===== src/rtl/mem_xbar_np.sv =====
// -----------------------------------------------------------------------------
// mem_xbar_np
//
// Purpose:
//   Front end that lets NumPorts OBI-style masters share one single-port RAM
//   (ram_1p). A round-robin arbiter issues at most one grant per cycle. A small
//   tag FIFO remembers, in issue order, which port each outstanding request
//   came from, so the in-order RAM responses are routed back to that port.
//   The RAM always answers exactly one cycle after a request.
//
// Optional feature (macro MEM_XBAR_ADDR_CHECK_EN):
//   defined   - a granted address outside [0, MemSize) never reaches the RAM.
//               It is queued as an error entry and answered with err_o=1,
//               rdata_o=0 in the first cycle that entry is at the FIFO head.
//   undefined - no range check. The address wraps modulo MemSize and err_o
//               is tied to 0.
//
// Ports:
//   clk_i, rst_ni          clock, synchronous active-low reset
//   req_i/gnt_o            per-port request / combinational onehot0 grant
//   we_i, be_i             per-port write enable, byte enables (4 per port)
//   addr_i, wdata_i        per-port byte address (AddrWidth), write data (32)
//   rvalid_o               per-port onehot0 response valid
//   rdata_o, err_o         shared response data and error flag,
//                          both qualified by rvalid_o
//   mem_req_o .. mem_wdata_o  request to ram_1p; mem_addr_o is a word index
//   mem_rvalid_i, mem_rdata_i response from ram_1p
//   All outputs are 0 while rst_ni is low.
// -----------------------------------------------------------------------------
module mem_xbar_np #(
    parameter int unsigned NumPorts       = 2,
    parameter int unsigned AddrWidth      = 32,
    parameter int unsigned MemSize        = 'h10000,
    parameter int unsigned MaxOutstanding = 2
) (
    input  logic                          clk_i,
    input  logic                          rst_ni,
    input  logic [NumPorts-1:0]           req_i,
    output logic [NumPorts-1:0]           gnt_o,
    input  logic [NumPorts-1:0]           we_i,
    input  logic [NumPorts*4-1:0]         be_i,
    input  logic [NumPorts*AddrWidth-1:0] addr_i,
    input  logic [NumPorts*32-1:0]        wdata_i,
    output logic [NumPorts-1:0]           rvalid_o,
    output logic [31:0]                   rdata_o,
    output logic                          err_o,
    output logic                          mem_req_o,
    output logic                          mem_we_o,
    output logic [3:0]                    mem_be_o,
    output logic [31:0]                   mem_addr_o,
    output logic [31:0]                   mem_wdata_o,
    input  logic                          mem_rvalid_i,
    input  logic [31:0]                   mem_rdata_i
);

    localparam int unsigned PortW = (NumPorts > 1) ? $clog2(NumPorts) : 1;
    localparam int unsigned PtrW  = (MaxOutstanding > 1) ? $clog2(MaxOutstanding) : 1;
    localparam int unsigned CntW  = $clog2(MaxOutstanding + 1);
    localparam int unsigned MemAw = $clog2(MemSize);

    // One FIFO entry per outstanding request: who issued it, and whether it
    // is an error entry that is answered locally instead of by the RAM.
    typedef struct packed {
        logic [PortW-1:0] port_id;
        logic             err;
    } tag_t;

    // -------------------------------------------------------------------------
    // Per-port views of the flattened request buses
    // -------------------------------------------------------------------------
    logic [AddrWidth-1:0] addr_arr  [NumPorts];
    logic [31:0]          wdata_arr [NumPorts];
    logic [3:0]           be_arr    [NumPorts];

    always_comb begin
        for (int j = 0; j < NumPorts; j++) begin
            addr_arr[j]  = addr_i[j*AddrWidth +: AddrWidth];
            wdata_arr[j] = wdata_i[j*32 +: 32];
            be_arr[j]    = be_i[j*4 +: 4];
        end
    end

    // -------------------------------------------------------------------------
    // State
    // -------------------------------------------------------------------------
    logic [PortW-1:0] rr_q, rr_d;
    logic [PtrW-1:0]  rd_ptr_q, rd_ptr_d;
    logic [PtrW-1:0]  wr_ptr_q, wr_ptr_d;
    logic [CntW-1:0]  count_q, count_d;
    logic             drop_q;   // first cycle after reset: stray RAM response allowed
    tag_t             fifo_q [MaxOutstanding];

    // -------------------------------------------------------------------------
    // Round-robin arbiter: the lowest requesting port at or above rr_q wins;
    // if there is none, the lowest requesting port below rr_q wins.
    // -------------------------------------------------------------------------
    logic             any_req;
    logic [PortW-1:0] winner;

    // NOTE: every combinational output gets a default before any condition,
    // so no path leaves it unassigned and no latch is inferred.
    always_comb begin
        any_req = 1'b0;
        winner  = '0;
        for (int j = 0; j < NumPorts; j++) begin
            if (!any_req && req_i[j] && (PortW'(j) >= rr_q)) begin
                any_req = 1'b1;
                winner  = PortW'(j);
            end
        end
        for (int j = 0; j < NumPorts; j++) begin
            if (!any_req && req_i[j]) begin
                any_req = 1'b1;
                winner  = PortW'(j);
            end
        end
    end

    logic [AddrWidth-1:0] win_addr;
    logic                 win_err;

    assign win_addr = addr_arr[winner];

`ifdef MEM_XBAR_ADDR_CHECK_EN
    assign win_err = (win_addr >> MemAw) != '0;
`else
    assign win_err = 1'b0;
`endif

    // -------------------------------------------------------------------------
    // Tag FIFO control
    // -------------------------------------------------------------------------
    tag_t head;
    tag_t push_tag;
    logic fifo_empty;
    logic fifo_full;
    logic pop;
    logic grant;

    assign head       = fifo_q[rd_ptr_q];
    assign fifo_empty = (count_q == '0);
    assign fifo_full  = (count_q == CntW'(MaxOutstanding));

    // An error head is answered without waiting for the RAM; a real head
    // waits for mem_rvalid_i.
    assign pop = !fifo_empty && (head.err || mem_rvalid_i);

    // A full FIFO still accepts a new request when the head retires this cycle.
    assign grant = rst_ni && any_req && (!fifo_full || pop);

    assign push_tag = '{port_id: winner, err: win_err};

    always_comb begin
        rr_d     = rr_q;
        wr_ptr_d = wr_ptr_q;
        rd_ptr_d = rd_ptr_q;
        count_d  = count_q;
        if (grant) begin
            rr_d     = (winner == PortW'(NumPorts - 1)) ? '0 : winner + 1'b1;
            wr_ptr_d = (wr_ptr_q == PtrW'(MaxOutstanding - 1)) ? '0 : wr_ptr_q + 1'b1;
        end
        if (pop) begin
            rd_ptr_d = (rd_ptr_q == PtrW'(MaxOutstanding - 1)) ? '0 : rd_ptr_q + 1'b1;
        end
        unique case ({grant, pop})
            2'b10:   count_d = count_q + 1'b1;
            2'b01:   count_d = count_q - 1'b1;
            default: count_d = count_q;
        endcase
    end

    // NOTE: state registers use non-blocking assignments so every flop
    // samples the values from before the clock edge.
    always_ff @(posedge clk_i) begin
        if (!rst_ni) begin
            rr_q     <= '0;
            rd_ptr_q <= '0;
            wr_ptr_q <= '0;
            count_q  <= '0;
            drop_q   <= 1'b1;
        end else begin
            rr_q     <= rr_d;
            rd_ptr_q <= rd_ptr_d;
            wr_ptr_q <= wr_ptr_d;
            count_q  <= count_d;
            drop_q   <= 1'b0;
        end
    end

    // NOTE: the FIFO storage has no reset; an entry is only read after it has
    // been written, and count_q/pointers are what reset empties the FIFO.
    always_ff @(posedge clk_i) begin
        if (grant) begin
            fifo_q[wr_ptr_q] <= push_tag;
        end
    end

    // -------------------------------------------------------------------------
    // Outputs
    // -------------------------------------------------------------------------
    always_comb begin
        gnt_o    = '0;
        rvalid_o = '0;
        for (int j = 0; j < NumPorts; j++) begin
            gnt_o[j]    = grant && (winner == PortW'(j));
            rvalid_o[j] = rst_ni && pop && (head.port_id == PortW'(j));
        end

        // Error entries are granted but never reach the RAM.
        mem_req_o   = grant && !win_err;
        mem_we_o    = mem_req_o && we_i[winner];
        mem_be_o    = mem_req_o ? be_arr[winner] : 4'h0;
        mem_addr_o  = mem_req_o ? 32'(win_addr[MemAw-1:2]) : 32'h0;
        mem_wdata_o = mem_req_o ? wdata_arr[winner] : 32'h0;

        rdata_o = (rst_ni && pop && !head.err) ? mem_rdata_i : 32'h0;
    end

`ifdef MEM_XBAR_ADDR_CHECK_EN
    assign err_o = rst_ni && pop && head.err;
`else
    assign err_o = 1'b0;
`endif

    // A RAM response is only legal when a real request is waiting for it.
    // The first cycle after reset is exempt: a request issued just before
    // reset may still answer then.
    mem_rsp_expected_a: assert property (
        @(posedge clk_i) disable iff (!rst_ni)
        mem_rvalid_i |-> (drop_q || (!fifo_empty && !head.err))
    );

endmodule


===== config.mk =====
export PLATFORM = sky130hd
export DESIGN_NAME = mem_xbar_np
export DESIGN_NICKNAME = d
export VERILOG_FILES = /design/src/rtl/mem_xbar_np.sv
export SDC_FILE = /design/constraint.sdc
export NUM_CORES = 1
export LEC_CHECK = 0
export BUFFER_PORTS_ARGS = -buffer_cell sky130_fd_sc_hd__clkbuf_2
export CAP_MARGIN = 5
export CORE_AREA = 4 4 107 109
export CTS_CLUSTER_SIZE = 12
export DETAILED_ROUTE_END_ITERATION = 8
export DIE_AREA = 0 0 111 113
export HOLD_SLACK_MARGIN = 0.12
export SYNTH_ARGS = -nofsm -noshare
export SYNTH_HDL_FRONTEND = slang
export SYNTH_SLANG_ARGS = --single-unit

===== constraint.sdc =====
create_clock -name clk_i -period 2.6 [get_ports clk_i]
set_clock_uncertainty 0.15 [all_clocks]
set_input_delay 0.26 -clock clk_i [delete_from_list [all_inputs] [get_ports clk_i]]
set_output_delay 0.26 -clock clk_i [all_outputs]
set_load 0.02 [all_outputs]

After elaboration in Yosys (flattened, before gate mapping)
Memories as Yosys holds them, arrays and structs flattened. A register that Yosys moved wholly into a read port is not among the register bits.
Index checks and enable logic that the tools add are counted.
Operators by class
  bitwise logic cells: 3
  $lt $le $gt $ge: 4
  eq/ne operators: 3
  reduce and logical (&&, ||, !) cells: 25
  multiply operators: 0
  divide/modulo/power cells: 0
  multiplexer cells: 30
  $add $sub $neg: 5
  shift operators: 0
Operator list (number)
  $mux 32: 5
  $mux 16: 3
  $mux 1: 16
  $mux 4: 4
  $logic_and 1x1->1: 15
  $mux 14: 1
  $logic_not 1->1: 5
  $eq 2x2->1 const B: 2
  $pmux 2 s2: 1
  $add 1x1->1 const B: 3
  $add 2x1->2 const B: 1
  $eq 2x1->1 const B: 1
  $ge 1x1->1 const A: 2
  $ge 2x2->1 const B: 1
  $logic_not 2->1: 1
  $lt 1x2->1 const B: 1
  $not 1->1: 2
  $not 1->2: 1
  $reduce_bool 2->1: 1
  $sub 2x1->2 const B: 1
  $logic_not 1->1 const A: 1
  $logic_or 1x1->1: 1
  $logic_or 1x1->1 const A: 1
Storage, ports and cells
  latch bits: 0
  bits in read-only memories: 0
  logic and storage cells: 75
  bits in registers: 5
  memories: 1
  memory bits (writable): 2
  bits of input ports: 175
  output and inout bits: 107
Memories
  fifo_q: depth 2, bits a word 1, rd ports 1, clocked after Yosys merged registers in 1, wr ports 1, RTL line 91  | tag_t fifo_q [MaxOutstanding];

Logic depth before layout (Yosys ltp)
  word-level depth: 18
  depth in mapped cells: 7

Worst setup path before layout
No wires, ideal clock.
  path kind: register -> register
  start point: register count_q[0]
  end point: register count_q[1]
  buffers on the path: 1
  clock period less this slack: 2005 ps
  arrival: 1785 ps
  stages on the path, launching flop included: 7
  path slack: 595 ps
  library setup time: 70 ps
  data required time: 2380 ps
  cells stage by stage: dfxtp_1 or3b_4 o211ai_2 buf_2 ha_1 or3_1 a21oi_1
Between the ends
  cells in the longest elaborated chain, start to end: 7
  elaborated cells between the ends (all ways): 13
RTL lines
  from (decl): RTL line 89  | logic [CntW-1:0] count_q, count_d;
  from (signal assigned): RTL line 185  | count_q <= count_d;
  $logic_not 2->1: RTL line 141  | assign fifo_empty = (count_q == '0);
  $logic_not 1->1: RTL line 146  | assign pop = !fifo_empty && (head.err || mem_rvalid_i);
  $logic_and 1x1->1: RTL line 146
  $logic_or 1x1->1: RTL line 149  | assign grant = rst_ni && any_req && (!fifo_full || pop);
  $logic_and 1x1->1: RTL line 149
  $eq 2x1->1 / $eq 2x2->1 (equally long branches): RTL line 165  | unique case ({grant, pop})
  $pmux 2 s2 / $reduce_bool 2->1 (equally long branches)
Parallel ways exist; a longest one is shown, timed or not.
A chain may end at the register's enable or synchronous reset.

Worst setup path in the final report
  start point: register count_q[0]
  end point: output mem_wdata_o[31]
Between the ends
  cells in the longest elaborated chain, start to end: 6
  elaborated cells between the ends (all ways): 8
RTL lines
  $logic_not 2->1: RTL line 141
  $logic_not 1->1: RTL line 146
  $logic_and 1x1->1: RTL line 146
  $logic_or 1x1->1 *: RTL line 149
  $logic_and 1x1->1 *: RTL line 149
  $mux 32 *: RTL line 214  | mem_wdata_o = mem_req_o ? wdata_arr[winner] : 32'h0;
  to (decl): RTL line 51  | output logic [31:0] mem_wdata_o,
Mark *: on every way between the ends. The rest lies on a longest branch, timed or not.

==> metrics.yaml <==
sta:
  rsz0062_at_grt: "false"
  min_period_ps: 2350
  max_freq_mhz: 425
  whs_ps: 182
  hold_viol: 0
  drv_slew: 0
  slew_headroom_pct: 60.3
  setup_viol: 0
  finalSetupTns_ps: 0
  worst_slack_ps: 246
  period_share_pct: 90.5
  worst_pin_slew_ps: 596
power:
  intPower_uw: 596
  p_switching_uw: 635
  p_leak_uw: 0.00163
  pwr-share-comb_pct: 71.4
  ir_worst_vdd_mv: 0.163
  pwr-share-seq_pct: 15.8
  powerDensity_nw_per_um2: 410
  swShare_pct: 51.6
  clockPowerShare_pct: 12.9
flow_run:
  drv_cap: 0
worst_setup_path:
  r2r_end: "count_q[1]$_SDFFE_PN0P_"
  cp_max_fo: 56
  startpoint_type: "flop"
  max_stage_delay_ps: 500
  end_kind: "output port"
  cp.required_ps: 2190
  r2r_cells: 5
  slowest_stage: "buf_4"
  critPathArrivalTime_ps: 1940
  path_cells: "or3b_4, o211ai_4, buf_4, a21oi_1, clkbuf_2"
  r2r_start: "count_q[0]$_SDFFE_PN0P_"
  path_class: "reg -> out"
  crit_buf_inv: 2
  cpLargestDelayFamily: "buffers and inverters"
  ff2ff_setup_slack_ps: 700
outcome:
  status: "finished, final reports clean"
clocking:
  cts_resized: 0
  clkTransAtPathRegs_ps: 40
  cts.sinks: 8
  cts_hold_buf: 0
  cts_root_buf: "clkbuf_8"
  cts_buffers: 3
  cts_tree: "yes"
  clkLatencyLatePin_ps: 230
  cts_buffer_depth: 2
  cts_setup_buffers: 0
  cts_max_level: 1
logic_synthesis:
  ys.flop_type: "dfxtp_1"
  synth_area_um2: 1810
  synth_area_leaders: "o211ai_1 21%, a21oi_1 15%, o21ai_0 12%"
  synth-seq-cells: 8
  yosysTopAreaCell: "o211ai_1"
  ys_warn_count: 0
  ys_seq_area_share_pct: 9.96
  async_flop_share_pct: 0
  synth_edf_count: 2
  synth_cell_type_count: 28
  synth_top_area_share_pct: 21.2
  synth.avg_cell_area_um2: 6.37
  synthCells: 284
cells_and_area:
  fin_nets: 659
  n_fill_cell: 1159
  syn2layout_area_growth_pct: 65.9
  drive_gt1_share_pct: 50.2
  fin_cells: 622
  num_antenna_cells: 0
placed_design:
  hpwl_um: 6520
  dpl.cell_count: 618
  gp_congestion: 0.813
  preCtsSetupSlack_ps: 480
  io_buffers: 226
grt:
  track_usage_pct: 11.6
  overflow: 0
  grt_pass1_vias: 2654
  grt_pass1_wl_um: 12600
  grt_max_degree: 57
  antenna_found_initial: 0
worst_hold_path:
  holdPathStages: 2
  hold_path_class: "in -> reg"
  min_to: "rr_q$_SDFFE_PN0P_"
  min_from: "req_i[1]"
die:
  row_count: 38
  die_h_um: 113
  design.die.area_um2: 12500
  core_area_um2: 10600
  io_pins: 282
  initial_core_util_pct: 17.1
  die_x_um: 111
routing:
  routed_via_density: 4.60
  drtPass1Iterations: 4
  wl_per_cell_um: 13.5
  drt-total-wl_um: 8410
  drtIter0Drc: 165
  drc: 0
  final_antenna_net_count: 0
  vias: 2859
## synthesized netlist by cell type (2+ instances only)
cell type and instances:
a21oi_1 53, and3_1 34, buf_2 5, buf_4 19
buf_6 4, clkbuf_1 30, dfxtp_1 6, edfxtp_1 2
inv_1 4, mux2i_1 2, nor2_1 7, o211ai_1 51
o21ai_0 43, o21ai_1 9, xnor2_1 2
## cell usage in the layout, fill, tap and decap left out, types with 4 or more instances in the layout
cell,n
conb_1,19
o21ai_0,43
o211ai_1,51
o21ai_1,9
and3_1,34
a21oi_1,53
clkbuf_2,226
dfxtp_1,5
nor2_1,7
buf_4,7
inv_1,4
## worst max path at each step
stage          cells after the start                      end                     from
3_5_place_dp                       5           mem_wdata_o[2]  count_q[0]$_SDFFE_PN0P_
3_3_place_gp                       5          mem_wdata_o[22]  count_q[0]$_SDFFE_PN0P_
6_report                           5          mem_wdata_o[31]  count_q[0]$_SDFFE_PN0P_
5_1_grt                            5          mem_wdata_o[19]  count_q[1]$_SDFFE_PN0P_
2_1_floorplan                      6  count_q[1]$_SDFFE_PN0P_  count_q[0]$_SDFFE_PN0P_
4_1_cts                            5           mem_wdata_o[2]  count_q[0]$_SDFFE_PN0P_
## power by group through the flow
stage / Combinational [µW] / Sequential (µW) / Clock [µW]
floorplan: 607 / 187 / 0
global placement: 857 / 192 / 0
detailed placement: 879 / 196 / 0
CTS: 882 / 194 / 163
global route: 959 / 199 / 171
finish: 878 / 194 / 159
## area by class of cell
class                           instances  area [µm²]  share of cell area [%]
Tap cell                              140         175                    5.84
Clock buffer                            4        45.0                    1.50
Sequential cell                         8         181                    6.04
Inverter                                5        18.8                   0.625
Timing Repair Buffer                  235        1220                    40.8
Multi-Input combinational cell        230        1360                    45.2
## cells by family after synthesis
family | after synthesis | synth area share [%]
compound gates | 159 | 51.8
xor+xnor | 3 | 1.45
fa+ha+maj | 1 | 0.691
buf+inv | 64 | 19.2
flops | 8 | 9.96
mux | 2 | 1.11
other cells | 1 | 0.207
simple gates | 46 | 15.6
## stage by stage
stage	power, µW	area (µm²)	util [%]
after floorplan	794	1880	-
after global routing	1330	3000	28.3
after global placement	1050	2960	27.9
after CTS	1240	3000	28.3
final	1230	3000	28.3
after detailed placement	1070	2960	27.9
## metal layers
metal,track usage [%],routed length [µm]
met1,13.8,3380
met2,21.9,4320
met3,2.46,665
met4,1.72,46
met5,0,0
Note: power is estimated with default switching activity, not from simulation.
